## config.mk

```make
export PLATFORM = sky130hd
export DESIGN_NAME = pn532_i2c_byte_master_flat
export DESIGN_NICKNAME = d
export VERILOG_FILES = /design/src/rtl/pn532_i2c_byte_master_if.sv /design/src/rtl/pn532_i2c_byte_master.sv /design/src/flat_wrapper.sv
export SDC_FILE = /design/constraint.sdc
export NUM_CORES = 1
export LEC_CHECK = 0
export CORE_MARGIN = 1
export CORE_UTILIZATION = 35
export CTS_CLUSTER_DIAMETER = 30
export DETAILED_ROUTE_END_ITERATION = 8
export GPL_TIMING_DRIVEN = 0
export PLACE_DENSITY = 0.65
export SLEW_MARGIN = 0
export SYNTH_ARGS = -nofsm -noshare
export SYNTH_HDL_FRONTEND = slang
export SYNTH_SLANG_ARGS = --single-unit
```

## constraint.sdc

```tcl
create_clock -name CLOCK_50 -period 2.1 [get_ports CLOCK_50]
set_input_delay 0.42 -clock CLOCK_50 [delete_from_list [all_inputs] [get_ports CLOCK_50]]
set_output_delay 0.42 -clock CLOCK_50 [all_outputs]
set_load 0.02 [all_outputs]
```

## src/rtl/pn532_i2c_byte_master_if.sv

```systemverilog
// Command handshake and I2C pin bundle between the FireLink bridge controller
// and the byte-level I2C master.
interface pn532_i2c_byte_master_if;
    logic       cmd_valid;
    logic       cmd_ready;
    logic [1:0] cmd;
    logic [7:0] wr_data;
    logic       rd_ack;
    logic [7:0] rd_data;
    logic       ack_received;
    logic       done;
    logic       cmd_err;
    logic       busy;
    logic       scl_out;
    logic       sda_oe;
    logic       sda_in;

    // master: the command issuer plus the SDA pin feedback
    modport master (
        output cmd_valid, cmd, wr_data, rd_ack, sda_in,
        input  cmd_ready, rd_data, ack_received, done, cmd_err, busy, scl_out, sda_oe
    );

    // slave: the byte master block executing commands on the bus
    modport slave (
        input  cmd_valid, cmd, wr_data, rd_ack, sda_in,
        output cmd_ready, rd_data, ack_received, done, cmd_err, busy, scl_out, sda_oe
    );
endinterface

```

## src/rtl/pn532_i2c_byte_master.sv

```systemverilog
// Byte-level I2C master: executes START/STOP/WRITE/READ commands one at a time,
// each bus bit split into four equal quarters of QUARTER system clocks.
module pn532_i2c_byte_master #(
    parameter int CLK_HZ = 50_000_000,
    parameter int I2C_HZ = 100_000
) (
    input  logic                         CLOCK_50,
    input  logic                         reset,
    pn532_i2c_byte_master_if.slave       bus
);
    localparam int QUARTER = CLK_HZ / (4 * I2C_HZ);
    localparam int CNT_W   = (QUARTER > 1) ? $clog2(QUARTER) : 1;
    localparam logic [CNT_W-1:0] CNT_LAST = CNT_W'(QUARTER - 1);

    localparam logic [1:0] CMD_START = 2'd0;
    localparam logic [1:0] CMD_STOP  = 2'd1;
    localparam logic [1:0] CMD_WRITE = 2'd2;
    localparam logic [1:0] CMD_READ  = 2'd3;

    if (QUARTER < 2) begin : g_quarter_check
        $error("pn532_i2c_byte_master: CLK_HZ/(4*I2C_HZ) must be at least 2");
    end

    typedef enum logic [2:0] {IDLE, START, BITS, ACK, STOP, FINISH} state_t;

    state_t           state_q, state_d;
    logic [CNT_W-1:0] cnt_q, cnt_d;
    logic [1:0]       qtr_q, qtr_d;
    logic [3:0]       bit_q, bit_d;
    logic             busy_q, busy_d;
    logic             err_q, err_d;
    logic             ack_q, ack_d;
    logic [7:0]       rd_data_q, rd_data_d;
    logic             scl_hold_q, sda_hold_q;

    logic [1:0]       cmd_q;
    logic [7:0]       wr_q;
    logic [7:0]       rd_sh_q;
    logic             rd_ack_q;
    logic             ack_smp_q;
    logic             sync1_q, sync2_q;

    logic             scl_o, sda_o;
    logic             accept, reject, last_clk, phase_end, sample_clk;

    assign accept     = bus.cmd_valid && (state_q == IDLE || state_q == FINISH);
    assign reject     = (bus.cmd != CMD_START) && !busy_q;
    assign last_clk   = (cnt_q == CNT_LAST);
    assign phase_end  = last_clk && (qtr_q == 2'd3);
    assign sample_clk = last_clk && (qtr_q == 2'd1);

    always_comb begin
        state_d   = state_q;
        cnt_d     = cnt_q;
        qtr_d     = qtr_q;
        bit_d     = bit_q;
        busy_d    = busy_q;
        err_d     = err_q;
        ack_d     = ack_q;
        rd_data_d = rd_data_q;
        case (state_q)
            IDLE, FINISH: begin
                if (state_q == FINISH) state_d = IDLE;
                if (accept) begin
                    cnt_d = '0;
                    qtr_d = 2'd0;
                    bit_d = 4'd0;
                    if (reject) begin
                        state_d = FINISH;
                        err_d   = 1'b1;
                    end else begin
                        case (bus.cmd)
                            CMD_START: state_d = START;
                            CMD_STOP:  state_d = STOP;
                            default:   state_d = BITS;
                        endcase
                    end
                end
            end
            default: begin
                if (last_clk) begin
                    cnt_d = '0;
                    qtr_d = qtr_q + 2'd1;
                end else begin
                    cnt_d = cnt_q + 1'b1;
                end
                if (phase_end) begin
                    case (state_q)
                        START: begin
                            state_d = FINISH;
                            busy_d  = 1'b1;
                            err_d   = 1'b0;
                        end
                        STOP: begin
                            state_d = FINISH;
                            busy_d  = 1'b0;
                            err_d   = 1'b0;
                        end
                        BITS: begin
                            bit_d = bit_q + 4'd1;
                            if (bit_q == 4'd7) state_d = ACK;
                        end
                        ACK: begin
                            state_d = FINISH;
                            err_d   = 1'b0;
                            if (cmd_q == CMD_WRITE) ack_d = ack_smp_q;
                            else                    rd_data_d = rd_sh_q;
                        end
                        default: ;
                    endcase
                end
            end
        endcase
    end

    // Bus levels per quarter; outside a phase the last driven levels are held.
    always_comb begin
        scl_o = scl_hold_q;
        sda_o = sda_hold_q;
        case (state_q)
            START: begin
                case (qtr_q)
                    2'd0:    sda_o = 1'b0;
                    2'd1:    begin scl_o = 1'b1; sda_o = 1'b0; end
                    2'd2:    begin scl_o = 1'b1; sda_o = 1'b1; end
                    default: begin scl_o = 1'b0; sda_o = 1'b1; end
                endcase
            end
            BITS, ACK: begin
                scl_o = (qtr_q == 2'd1) || (qtr_q == 2'd2);
                if (state_q == BITS) sda_o = (cmd_q == CMD_WRITE) && !wr_q[~bit_q[2:0]];
                else                 sda_o = (cmd_q == CMD_READ) && rd_ack_q;
            end
            STOP: begin
                scl_o = (qtr_q != 2'd0);
                sda_o = (qtr_q != 2'd3);
            end
            default: ;
        endcase
    end

    always_ff @(posedge CLOCK_50 or negedge reset) begin
        if (!reset) begin
            state_q    <= IDLE;
            cnt_q      <= '0;
            qtr_q      <= 2'd0;
            bit_q      <= 4'd0;
            busy_q     <= 1'b0;
            err_q      <= 1'b0;
            ack_q      <= 1'b0;
            rd_data_q  <= 8'h00;
            scl_hold_q <= 1'b1;
            sda_hold_q <= 1'b0;
        end else begin
            state_q    <= state_d;
            cnt_q      <= cnt_d;
            qtr_q      <= qtr_d;
            bit_q      <= bit_d;
            busy_q     <= busy_d;
            err_q      <= err_d;
            ack_q      <= ack_d;
            rd_data_q  <= rd_data_d;
            scl_hold_q <= scl_o;
            sda_hold_q <= sda_o;
        end
    end

    // Command operands and sampled SDA only matter once a phase is running.
    always_ff @(posedge CLOCK_50) begin
        sync1_q <= bus.sda_in;
        sync2_q <= sync1_q;
        if (accept) begin
            cmd_q    <= bus.cmd;
            wr_q     <= bus.wr_data;
            rd_ack_q <= bus.rd_ack;
        end
        if (state_q == BITS && sample_clk) rd_sh_q   <= {rd_sh_q[6:0], sync2_q};
        if (state_q == ACK  && sample_clk) ack_smp_q <= ~sync2_q;
    end

    assign bus.cmd_ready    = (state_q == IDLE) || (state_q == FINISH);
    assign bus.done         = (state_q == FINISH);
    assign bus.cmd_err      = err_q;
    assign bus.busy         = busy_q;
    assign bus.rd_data      = rd_data_q;
    assign bus.ack_received = ack_q;
    assign bus.scl_out      = scl_o;
    assign bus.sda_oe       = sda_o;
endmodule

```

## src/flat_wrapper.sv

```systemverilog
// flat-port wrapper written by rule: the top's interface ports become plain ports
module pn532_i2c_byte_master_flat 
#(
    parameter int CLK_HZ = 50_000_000,
    parameter int I2C_HZ = 100_000
)
  (CLOCK_50, reset, bus_cmd_valid, bus_cmd, bus_wr_data, bus_rd_ack, bus_sda_in, bus_cmd_ready, bus_rd_data, bus_ack_received, bus_done, bus_cmd_err, bus_busy, bus_scl_out, bus_sda_oe);
  pn532_i2c_byte_master_if bus_i ();
  input  logic CLOCK_50;
  input  logic reset;
  input wire logic [$bits(bus_i.cmd_valid)-1:0] bus_cmd_valid;
  input wire logic [$bits(bus_i.cmd)-1:0] bus_cmd;
  input wire logic [$bits(bus_i.wr_data)-1:0] bus_wr_data;
  input wire logic [$bits(bus_i.rd_ack)-1:0] bus_rd_ack;
  input wire logic [$bits(bus_i.sda_in)-1:0] bus_sda_in;
  output wire logic [$bits(bus_i.cmd_ready)-1:0] bus_cmd_ready;
  output wire logic [$bits(bus_i.rd_data)-1:0] bus_rd_data;
  output wire logic [$bits(bus_i.ack_received)-1:0] bus_ack_received;
  output wire logic [$bits(bus_i.done)-1:0] bus_done;
  output wire logic [$bits(bus_i.cmd_err)-1:0] bus_cmd_err;
  output wire logic [$bits(bus_i.busy)-1:0] bus_busy;
  output wire logic [$bits(bus_i.scl_out)-1:0] bus_scl_out;
  output wire logic [$bits(bus_i.sda_oe)-1:0] bus_sda_oe;
  assign bus_i.cmd_valid = bus_cmd_valid;
  assign bus_i.cmd = bus_cmd;
  assign bus_i.wr_data = bus_wr_data;
  assign bus_i.rd_ack = bus_rd_ack;
  assign bus_i.sda_in = bus_sda_in;
  assign bus_cmd_ready = bus_i.cmd_ready;
  assign bus_rd_data = bus_i.rd_data;
  assign bus_ack_received = bus_i.ack_received;
  assign bus_done = bus_i.done;
  assign bus_cmd_err = bus_i.cmd_err;
  assign bus_busy = bus_i.busy;
  assign bus_scl_out = bus_i.scl_out;
  assign bus_sda_oe = bus_i.sda_oe;
  pn532_i2c_byte_master #(.CLK_HZ(CLK_HZ), .I2C_HZ(I2C_HZ)) u_core (.CLOCK_50(CLOCK_50), .reset(reset), .bus(bus_i));
endmodule
```

==> results.md <==
* Gr usage total at between 10 and 15%
* Tmin final at around 2.3 ns
* Lkg Pwr at between 1 and 1.5 nW
* Hpwl dp at around 3200 um
* Via count at between 1500 and 2000
* Worst-skew pair later-pin latency at 0.30 ns
* Worst R2R Start: u_core.cnt_q[0]
* R2R cell count at 6
* Max FO, Critical Path at 3
* Worst path cell trace: mux4_2 -> mux2i_1 -> nand4_1 -> o211ai_1 -> buf_4
* Total gr overflow at 0
* Starting Density at between 30% and 40%
* Worst slew pin tran at slightly below 0.7 ns
* #FFs+latches synth at just over 50
* Peak Freq at 0.432 GHz
* Syn nets at between 200 and 250
* Chip Height at roughly 84 um
* ANT nets after route at 0
* Synth Warn # at 0
* Reg power frac at 51.3%
* Status: finished, violations left
* Cells taking the most area after synthesis: dfrtp_1 (30%), edfxtp_1 (25%), mux2_2 (5.2%), ha_1 (3.2%), o21ai_0 (2.5%)
* Reg clk slew, reported paths at approximately 0.09 ns
* Dpl ws at -0.514 ns
* CP Class: reg2out
* Diode count at 0
* Finished Layout Cells at approximately 320
* Io pins at 30
* Post-CTS Hold Fix Bufs at 0
* Post-synth top cells: dfrtp_1 (28), edfxtp_1 (20), inv_1 (14), nor2_1 (14), o21ai_0 (12)
* Setup ws final at -0.213 ns
* Largest net degree at the start of global routing at 30
* Detailed Routing Iterations Pass 1 at 6
* Most common cell in the synthesized netlist: dfrtp_1
* Switch share at 27.2%
* Setup violations, final at 1
* Core area at 0.00646 mm2
* Clock share of power at a little under a third
* Inserted Clock Buffers at 5
* Pwr per Cell Area at about 800 mW/mm2
* Drt drc at 4
* TNS Setup at -0.213 ns
* Top cell type's share of synthesized area at between 20% and 30%
* GP Congestion at 0.867
* Setup crit start kind: flip-flop
* CP max stage cell: mux4_2
* Max-cap violation count at 0
* Switching power total at 0.000653 W
* Worst Path Required at about 1.7 ns
* Sequential share of the synthesized area at around 58%
* TritonCTS clock tree: built
* Async SR Flop Fraction at roughly 57%
* Most used flip-flop cell after synthesis: dfrtp_1
* Post-Route WL at between 4000 and 5000 um
* Die span in x at about 84 um
* Layout area overhead at 26.8%
* Post-synth EDFFs at 20
* Crit end category: output port
* Yosys cell types at 42
* DR iter-0 viols at between 100 and 150
* Layout fillers at between 500 and 600
* RR Endpoint: u_core.state_q[2]
* Layout cells sized above 1 at about a quarter
* Via density at slightly above 5
* Final Hold Fails at 0
* Worst rel slew slack at a little over half
* Number of I/O port buffers at 29
* Cells after DPL at between 300 and 400
* RSZ-0062 raised after global routing: true
* Largest area contributor in the netlist: dfrtp_1
* H-Tree Depth at 2
* VDD IR max at 423 uV
* Initial antenna violation count at 0
* Failing checks: DRC, setup timing
* CTS max path bufs at 2
* First-pass GRT wire length at around 7500 um
* Slowest stage delay, CP at around 0.49 ns
* Clk sinks at ~50
* Placed Area at approximately 0.0028 mm2
* Hold WS at between 0.1 and 0.15 ns
* Row cnt at 29
* Combinational share of power at a little under a fifth
* Worst Skew at approximately 0.0042 ns
* Mean Syn Cell Area at 12.1 um2
* Root buffer cell: clkbuf_8
* Period utilization at 110%
* Mapped cell area at ~0.0024 mm2
* Final instance area at about 0.003 mm2
* Die area at 0.00712 mm2
* Internal reg-to-reg setup slack at approximately 0.14 ns
* Int Pwr at roughly 0.0017 W
* CP Data Arrival Time at ~1.9 ns
* Number of global-route vias before repair at 1571
* Nets at approximately 260
* Mapped Cells at just under 200
* Pins Over Slew Limit at 0
* WL/cell at about 14 um
* Hold Crit Class: in2async
## cells by family (layout without fill, tap and decap cells)
family / count (synthesis) / in the layout / synth area share (%)
xor gates and xnor gates: 4 / 4 / 1.48
buffers and inverters: 20 / 66 / 4.43
DFF: 51 / 51 / 57.6
muxes: 15 / 15 / 7.96
adders and majority gates: 6 / 6 / 3.16
and+or+nand+nor: 60 / 60 / 13.5
AOI/OAI and AO/OA: 40 / 40 / 11.9
## cells in the final DEF (no fill, tap or decap), types with 4 or more instances in the layout
master / instances
a21oi_1: 5
clkdlybuf4s50_1: 24
nand3_1: 7
o21ai_0: 12
inv_2: 4
inv_1: 10
nor3_1: 4
mux2_2: 11
nor2_1: 13
ha_1: 4
a22o_1: 4
dfrtp_1: 25
buf_4: 9
nor2b_1: 4
buf_6: 6
clkbuf_8: 6
edfxtp_1: 20
nand4_1: 5
nand2_1: 9
o31ai_1: 4
## worst max-delay path: cells and delay by family, from the launching register on
| kind | cells | cell delay, ns |
|---|---|---|
| AO/OA/AOI/OAI | 1 | 0.16 |
| flip-flops | 1 | 0.41 |
| AND/OR/NAND/NOR | 1 | 0.16 |
| buffers and inverters | 1 | 0.18 |
| multiplexers | 2 | 0.68 |
## timing repair
action / 4_1_cts / 5_1_grt
buffers inserted: 3 / 6
setup endpoints to repair: 6 / 21
resized for setup: 30 / 7
pin swaps: 3 / 5
## flip-flops by register name (all words and copies together) (netlist names), 2 cells and up
signal and count:
u_core.cmd_q 2, u_core.bus.rd_data 8, u_core.bit_q 4, u_core.rd_sh_q 8
u_core.cnt_q 7, u_core.wr_q 8, u_core.state_q 3, u_core.qtr_q 2
## worst max-delay path by stage
stage	startpoint	to	slack (ns)	cells past startpoint
5_1_grt	u_core.bit_q[1]	bus_sda_oe	-0.33	5
3_3_place_gp	u_core.state_q[1]	bus_sda_oe	-0.52	6
6_report	u_core.bit_q[1]	bus_sda_oe	-0.21	5
4_1_cts	u_core.bit_q[1]	bus_sda_oe	-0.24	5
2_1_floorplan	u_core.state_q[1]	bus_sda_oe	0.21	5
3_5_place_dp	u_core.state_q[1]	bus_sda_oe	-0.51	6
## final cells by class
class,count,area [um2],share of cell area [%]
buffer,6,57.6,1.91
timing repair buffer,38,364,12.1
clock inverter,2,38.8,1.29
multi-input combinational,125,948,31.5
tap,77,96.3,3.20
sequential,51,1370,45.5
clock buffer,6,82.6,2.74
inverter,14,52.6,1.74
## through the flow
stage	util (%)	total power (W)
after floorplan	-	0.00152
after global placement	42.8	0.00163
after detailed placement	42.8	0.00164
after CTS	45.4	0.00241
after global routing	46.6	0.00256
final	46.6	0.00240
## routing by layer
layer	routed length, um	vias up	global-route usage (%)
li1	-	806	-
met1	2090	784	18.5
met2	2040	46	21.0
met3	224	10	2.95
met4	70	0	5.08
met5	0	-	0
## power by group through the flow
| stage | clock network (W) | logic [W] | registers, W |
|---|---|---|---|
| after floorplan | 0 | 0.000291 | 0.00123 |
| after global placement | 0 | 0.000378 | 0.00125 |
| after detailed placement | 0 | 0.000394 | 0.00125 |
| after CTS | 0.000740 | 0.000436 | 0.00123 |
| after global routing | 0.000782 | 0.000526 | 0.00125 |
| final | 0.000720 | 0.000451 | 0.00123 |
Power figures use the tool's default switching activity.
